<file path="src/rtl/output_layer_mac.sv">
// output_layer_mac: output-layer dot products over weight ROM and hidden RAM, then arg-max digit select
module output_layer_mac #(
    parameter int NUM_HIDDEN = 32,
    parameter int NUM_OUT    = 10,
    parameter int DATA_WIDTH = 8,
    parameter int ADDR_WIDTH = 9,
    parameter int ACC_WIDTH  = 24
) (
    input  logic                         clk,
    input  logic                         rst,
    input  logic                         start,
    output logic [ADDR_WIDTH-1:0]        w_addr,
    input  logic [DATA_WIDTH-1:0]        w_data,
    output logic [$clog2(NUM_HIDDEN)-1:0] hid_addr,
    input  logic [DATA_WIDTH-1:0]        hid_data,
    output logic                         busy,
    output logic                         done,
    output logic [3:0]                   digit,
    output logic signed [ACC_WIDTH-1:0]  max_acc
);
    localparam int HW = $clog2(NUM_HIDDEN);
    localparam int PW = 2*DATA_WIDTH + 1;

    typedef enum logic [2:0] {IDLE, MAC, DRAIN, CMP, DONE} state_t;

    state_t                      state, state_nx;
    logic [3:0]                  out_idx;
    logic [HW-1:0]               hid_idx;
    logic                        rd_vld;
    logic signed [ACC_WIDTH-1:0] acc;
    logic signed [PW-1:0]        prod;

    // activations are unsigned, so a zero sign bit keeps them positive in the signed multiply
    assign prod     = $signed(w_data) * $signed({1'b0, hid_data});
    assign busy     = (state == MAC) || (state == DRAIN) || (state == CMP);
    assign done     = state == DONE;
    assign w_addr   = (state == MAC) ? ADDR_WIDTH'(out_idx * NUM_HIDDEN + hid_idx) : '0;
    assign hid_addr = (state == MAC) ? hid_idx : '0;

    always_comb begin
        state_nx = state;
        case (state)
            IDLE:    state_nx = start ? MAC : IDLE;
            MAC:     state_nx = (hid_idx == HW'(NUM_HIDDEN-1)) ? DRAIN : MAC;
            DRAIN:   state_nx = CMP;
            CMP:     state_nx = (out_idx == 4'(NUM_OUT-1)) ? DONE : MAC;
            DONE:    state_nx = IDLE;
            default: state_nx = IDLE;
        endcase
    end

    always_ff @(posedge clk or posedge rst) begin
        if (rst) begin
            state   <= IDLE;
            out_idx <= '0;
            hid_idx <= '0;
            rd_vld  <= 1'b0;
            acc     <= '0;
            digit   <= '0;
            max_acc <= '0;
        end else begin
            state  <= state_nx;
            rd_vld <= state == MAC;
            if (rd_vld)
                acc <= acc + {{(ACC_WIDTH-PW){prod[PW-1]}}, prod};
            if (state == IDLE && start) begin
                out_idx <= '0;
                hid_idx <= '0;
                acc     <= '0;
            end
            if (state == MAC)
                hid_idx <= hid_idx + 1'b1;
            if (state == CMP) begin
                // strict compare keeps the lower index on ties
                if (out_idx == 4'd0 || acc > max_acc) begin
                    max_acc <= acc;
                    digit   <= out_idx;
                end
                if (out_idx != 4'(NUM_OUT-1)) begin
                    out_idx <= out_idx + 4'd1;
                    hid_idx <= '0;
                    acc     <= '0;
                end
            end
        end
    end
endmodule

</file>
<file path="config.mk">
export PLATFORM = sky130hd
export DESIGN_NAME = output_layer_mac
export DESIGN_NICKNAME = d
export VERILOG_FILES = /design/src/rtl/output_layer_mac.sv
export SDC_FILE = /design/constraint.sdc
export NUM_CORES = 1
export LEC_CHECK = 0
export ABC_AREA = 1
export CAP_MARGIN = 20
export CORE_ASPECT_RATIO = 0.5
export CORE_MARGIN = 2
export CORE_UTILIZATION = 50
export CTS_BUF_LIST = sky130_fd_sc_hd__clkbuf_4 sky130_fd_sc_hd__clkbuf_8 sky130_fd_sc_hd__clkbuf_16
export DETAILED_ROUTE_END_ITERATION = 12
export GPL_TIMING_DRIVEN = 0
export PLACE_DENSITY = 0.73
export SYNTH_ARGS = -nofsm -noshare
export SYNTH_HDL_FRONTEND = slang
export SYNTH_SLANG_ARGS = --single-unit
</file>
<file path="constraint.sdc">
create_clock -name clk -period 2 [get_ports clk]
set_input_delay 0.5 -clock clk [delete_from_list [all_inputs] [get_ports clk]]
set_output_delay 0.5 -clock clk [all_outputs]
set_load 0.005 [all_outputs]
</file>
==> impl_metrics.sql <==
INSERT INTO impl_metrics (metric_group, metric, value, unit) VALUES
('synth', 'yosys_warnings', '0', ''),
('setup_path', 'regToRegSetupSlack', '-0.30', 'ns'),
('cts', 'cts_bufs_inserted', '9', ''),
('power_and_ir_drop', 'post-layout-total-power', '20.1', 'mW'),
('synth', 'synth_flop_cell', 'sky130_fd_sc_hd__dfrtp_1', ''),
('routing', 'drc', '0', ''),
('run_status', 'status', 'finished, violations left', ''),
('floorplan', 'io_pins', '63', ''),
('routing', 'viasPerCell', '5.31', ''),
('synth', 'synth-edff-count', '0', ''),
('cts', 'htree_num_levels', '3', ''),
('sta', 'finalClockSkew', '0.00791', 'ns'),
('setup_path', 'critical_path_class', 'in2reg', ''),
('synth', 'postSynthAreaPerCell', '7.19', 'um2'),
('placement', 'detailedPlace.worstSlack', '-4.04', 'ns'),
('synth', 'yosys.cell_types.count', '41', ''),
('grt', 'first_global_vias', '6933', ''),
('floorplan', 'floorplan.core_area', '14400', 'um2'),
('routing', 'routed_wl_per_cell', '16.1', 'um'),
('synth', 'synth-seq-cells', '65', ''),
('synth', 'ys_async_sr_fraction', '100', '%'),
('min_path', 'holdCritPathClass', 'reg2reg', ''),
('layout', 'fin_nets', '1289', ''),
('grt', 'overflow', '0', ''),
('floorplan', 'die-area', '15600', 'um2'),
('sta', 'relSlewSlack', '45.5', '%'),
('routing', 'dr_total_vias', '7105', ''),
('placement', 'dp_hpwl', '14100', 'um'),
('synth', 'postSynthCellCount', '1015', ''),
('layout', 'n_antenna_cell', '0', ''),
('grt', 'grt_antenna_before_repair', '0', ''),
('sta', 'setup_repair_after_global_routing_missed_its_margin', 'yes', ''),
('layout', 'fillerInstances', '1033', ''),
('cts', 'clock_tree.root_cell', 'sky130_fd_sc_hd__clkbuf_16', ''),
('grt', 'pin_count_of_the_biggest_net_entering_global_routing', '42', ''),
('routing', 'route.final.wire_length', '21500', 'um'),
('run_status', 'failed_checks', 'negative setup slack', ''),
('layout', 'utilization', '72.6', '%'),
('floorplan', 'initial_core_utilization', '50.8', '%'),
('synth', 'synth_fp_nets', '1168', ''),
('layout', 'syn2layout_area_growth', '42.9', '%'),
('cts', 'clkSinkCount', '65', ''),
('setup_path', 'crit_fanout', '6', ''),
('layout', 'drive_gt1_share', '33.8', '%'),
('routing', 'final_antenna_net_count', '0', ''),
('cts', 'tritoncts', 'built', ''),
('sta', 'max_freq', '195', 'MHz'),
('setup_path', 'start_kind', 'input pin', ''),
('power_and_ir_drop', 'total_leakage_power', '5.34', 'nW'),
('setup_path', 'required', '2.23', 'ns'),
('job', 'cap_viol_max_count', '0', ''),
('routing', 'detailedRoute.firstPassIterationCount', '5', ''),
('synth', 'sequential_area_share_after_synthesis', '22.3', '%'),
('placement', 'gp_congestion', '0.929', ''),
('cts', 'clk_path_buf_depth', '2', ''),
('sta', 'fin_crit_sh', '256', '%'),
('sta', 'setup_violations', '49', ''),
('cts', 'worstSkewPairLatency', '0.35', 'ns'),
('sta', 'post-route-worst-setup-slack', '-3.12', 'ns'),
('grt', 'grt_pass1_wl', '34000', 'um'),
('sta', 'tightest_slew', '0.818', 'ns'),
('sta', 'hold_viol_final', '0', ''),
('power_and_ir_drop', 'p_per_area', '1930', 'nW/um2'),
('placement', 'post-place-cells', '1261', ''),
('cts', 'worst_setup_hold_path_clk_slew', '0.06', 'ns'),
('routing', 'drt_iter0_drc', '477', ''),
('setup_path', 'crit_arrival', '5.35', 'ns'),
('floorplan', 'placement_rows', '31', ''),
('grt', 'gr-usage-all-layers', '27.5', '%'),
('placement', 'io_buffers', '47', ''),
('power_and_ir_drop', 'vdd.ir_drop.worst', '1.27', 'mV'),
('sta', 'period_minus_slack', '5.12', 'ns'),
('setup_path', 'endpoint_type_of_the_worst_setup_path', 'flop', ''),
('cts', 'number_of_hold_repair_buffers_added_at_the_cts_stage', '0', ''),
('synth', 'synth_area', '7300', 'um2'),
('sta', 'pins_over_their_slew_limit', '0', ''),
('floorplan', 'die_w', '175', 'um'),
('layout', 'fin_cells', '1339', ''),
('floorplan', 'die-height', '89.4', 'um');
timing repair:
action / in CTS / in global routing
setup endpoints to repair: 65 / 71
pin swaps: 94 / 59
cloned: 5 / 0
setup buffers: 39 / 22
gates resized for setup: 206 / 116
routing by layer:
layer  global-route usage, %  vias up  routed length [um]
li1                        -     3388                   -
met1                    34.3     3449                9340
met5                       0        -                   0
met3                    4.34       40                1130
met2                    51.0      228               10700
met4                    6.74        0                 353
path summary, 6_finish.rpt:
path                                      startpoint                endpoint  cells after the start
worst min-delay path            digit[1]$_DFFE_PP0P_    digit[1]$_DFFE_PP0P_                      2
worst max-delay path                       w_data[7]       acc[14]$_DFF_PP0_                     26
worst max register to register      acc[0]$_DFF_PP0_       acc[16]$_DFF_PP0_                     13
min in group asynchronous                        rst  max_acc[2]$_DFFE_PP0P_                      2
worst min register to register  digit[1]$_DFFE_PP0P_    digit[1]$_DFFE_PP0P_                      2
max in group asynchronous                        rst       acc[22]$_DFF_PP0_                      3
cell usage after synthesis, types with 3 or more instances:
cell | n | area (um2)
sky130_fd_sc_hd__clkbuf_1 | 19 | 71.3
sky130_fd_sc_hd__a211oi_1 | 5 | 37.5
sky130_fd_sc_hd__nand3_2 | 14 | 140
sky130_fd_sc_hd__xnor2_1 | 5 | 43.8
sky130_fd_sc_hd__o211ai_1 | 8 | 60.1
sky130_fd_sc_hd__nand4_1 | 9 | 56.3
sky130_fd_sc_hd__fa_1 | 38 | 761
sky130_fd_sc_hd__ha_1 | 96 | 1200
sky130_fd_sc_hd__o21ai_0 | 26 | 130
sky130_fd_sc_hd__buf_4 | 8 | 60.1
sky130_fd_sc_hd__xor2_1 | 13 | 114
sky130_fd_sc_hd__buf_12 | 3 | 60.1
sky130_fd_sc_hd__or2_2 | 8 | 50.1
sky130_fd_sc_hd__nand2_1 | 249 | 935
sky130_fd_sc_hd__a21o_1 | 7 | 52.6
sky130_fd_sc_hd__dfrtp_1 | 65 | 1630
sky130_fd_sc_hd__inv_1 | 208 | 781
sky130_fd_sc_hd__a21oi_1 | 42 | 210
sky130_fd_sc_hd__nor2_1 | 94 | 353
sky130_fd_sc_hd__o21ai_1 | 6 | 30.0
sky130_fd_sc_hd__nand3_1 | 56 | 280
sky130_fd_sc_hd__nor3_1 | 9 | 45.0
stage by stage:
stage	setup TNS [ns]	hold slack, ns	instance area, um2
final	-59.38	0.481	10400
after global routing	-67.34	0.505	10400
after detailed placement	-81.03	0.462	8580
after CTS	-55.96	0.490	9870
after global placement	-86.09	0.463	8560
after floorplan	-53.54	0.465	7840
area by class of cell:
cell class | count | area [um2] | area share, %
Buffer | 33 | 409 | 3.92
Clock buffer | 10 | 239 | 2.29
Clock inverter | 6 | 91.3 | 0.876
Inverter | 212 | 822 | 7.89
Multi-Input combinational cell | 703 | 5930 | 56.9
Sequential cell | 65 | 1640 | 15.7
Tap cell | 198 | 248 | 2.38
Timing Repair Buffer | 112 | 1050 | 10.1
critical path, stage by stage:
cell and delay [ns]:
sky130_fd_sc_hd__buf_8 0.09, sky130_fd_sc_hd__clkinv_8 0.06, sky130_fd_sc_hd__or2_4 0.25, sky130_fd_sc_hd__fa_2 0.43, sky130_fd_sc_hd__fa_1 0.51, sky130_fd_sc_hd__inv_1 0.05, sky130_fd_sc_hd__fa_1 0.49, sky130_fd_sc_hd__inv_1 0.05
sky130_fd_sc_hd__fa_1 0.50, sky130_fd_sc_hd__inv_2 0.05, sky130_fd_sc_hd__ha_4 0.16, sky130_fd_sc_hd__a21oi_4 0.15, sky130_fd_sc_hd__a21boi_4 0.21, sky130_fd_sc_hd__o21ai_2 0.08, sky130_fd_sc_hd__a31oi_1 0.21, sky130_fd_sc_hd__xor2_1 0.21
sky130_fd_sc_hd__inv_2 0.09, sky130_fd_sc_hd__ha_4 0.27, sky130_fd_sc_hd__a21oi_4 0.16, sky130_fd_sc_hd__o21ai_2 0.10, sky130_fd_sc_hd__a21oi_2 0.17, sky130_fd_sc_hd__o21ai_4 0.12, sky130_fd_sc_hd__buf_6 0.13, sky130_fd_sc_hd__xor2_1 0.13
sky130_fd_sc_hd__o21ai_1 0.13, sky130_fd_sc_hd__inv_1 0.05
logic make-up after synthesis:
kind of cell | synth area share [%]
buf+inv | 14.0
compound gates | 8.25
fa+ha+maj | 26.9
simple gates | 26.4
flops | 22.3
xor+xnor | 2.16
flip-flops by register name (all words and copies together), names as in the netlist:
register,count
state,3
hid_idx,5
out_idx,4
acc,24
rd_vld,1
max_acc,24
digit,4
report_power, final:
part	switching (mW)	leakage, nW	internal [mW]
combinational	8.73	4.41	7.10
clock	0.642	0.151	1.13
sequential	0.654	0.784	1.90
total	10.0	5.34	10.1
placed cells by master (no fill, tap or decap), types with 7 or more instances in the layout:
cell type,count
sky130_fd_sc_hd__xor2_1,10
sky130_fd_sc_hd__dfrtp_1,58
sky130_fd_sc_hd__nor2_4,19
sky130_fd_sc_hd__nand3_2,45
sky130_fd_sc_hd__inv_2,26
sky130_fd_sc_hd__buf_6,20
sky130_fd_sc_hd__clkdlybuf4s50_1,30
sky130_fd_sc_hd__o211ai_1,8
sky130_fd_sc_hd__buf_4,48
sky130_fd_sc_hd__buf_2,10
sky130_fd_sc_hd__a21o_1,7
sky130_fd_sc_hd__o21ai_1,9
sky130_fd_sc_hd__ha_1,58
sky130_fd_sc_hd__fa_1,34
sky130_fd_sc_hd__nand2_1,201
sky130_fd_sc_hd__dfrtp_2,7
sky130_fd_sc_hd__clkbuf_16,12
sky130_fd_sc_hd__nand2_2,43
sky130_fd_sc_hd__nand4_1,9
sky130_fd_sc_hd__nor2_1,65
sky130_fd_sc_hd__o21ai_2,7
sky130_fd_sc_hd__clkbuf_8,11
sky130_fd_sc_hd__a21oi_2,16
sky130_fd_sc_hd__nor2_2,11
sky130_fd_sc_hd__o21ai_0,13
sky130_fd_sc_hd__a21oi_1,21
sky130_fd_sc_hd__inv_1,179
sky130_fd_sc_hd__ha_4,35
sky130_fd_sc_hd__nand3_1,23
(Power assumes the default switching activity.)
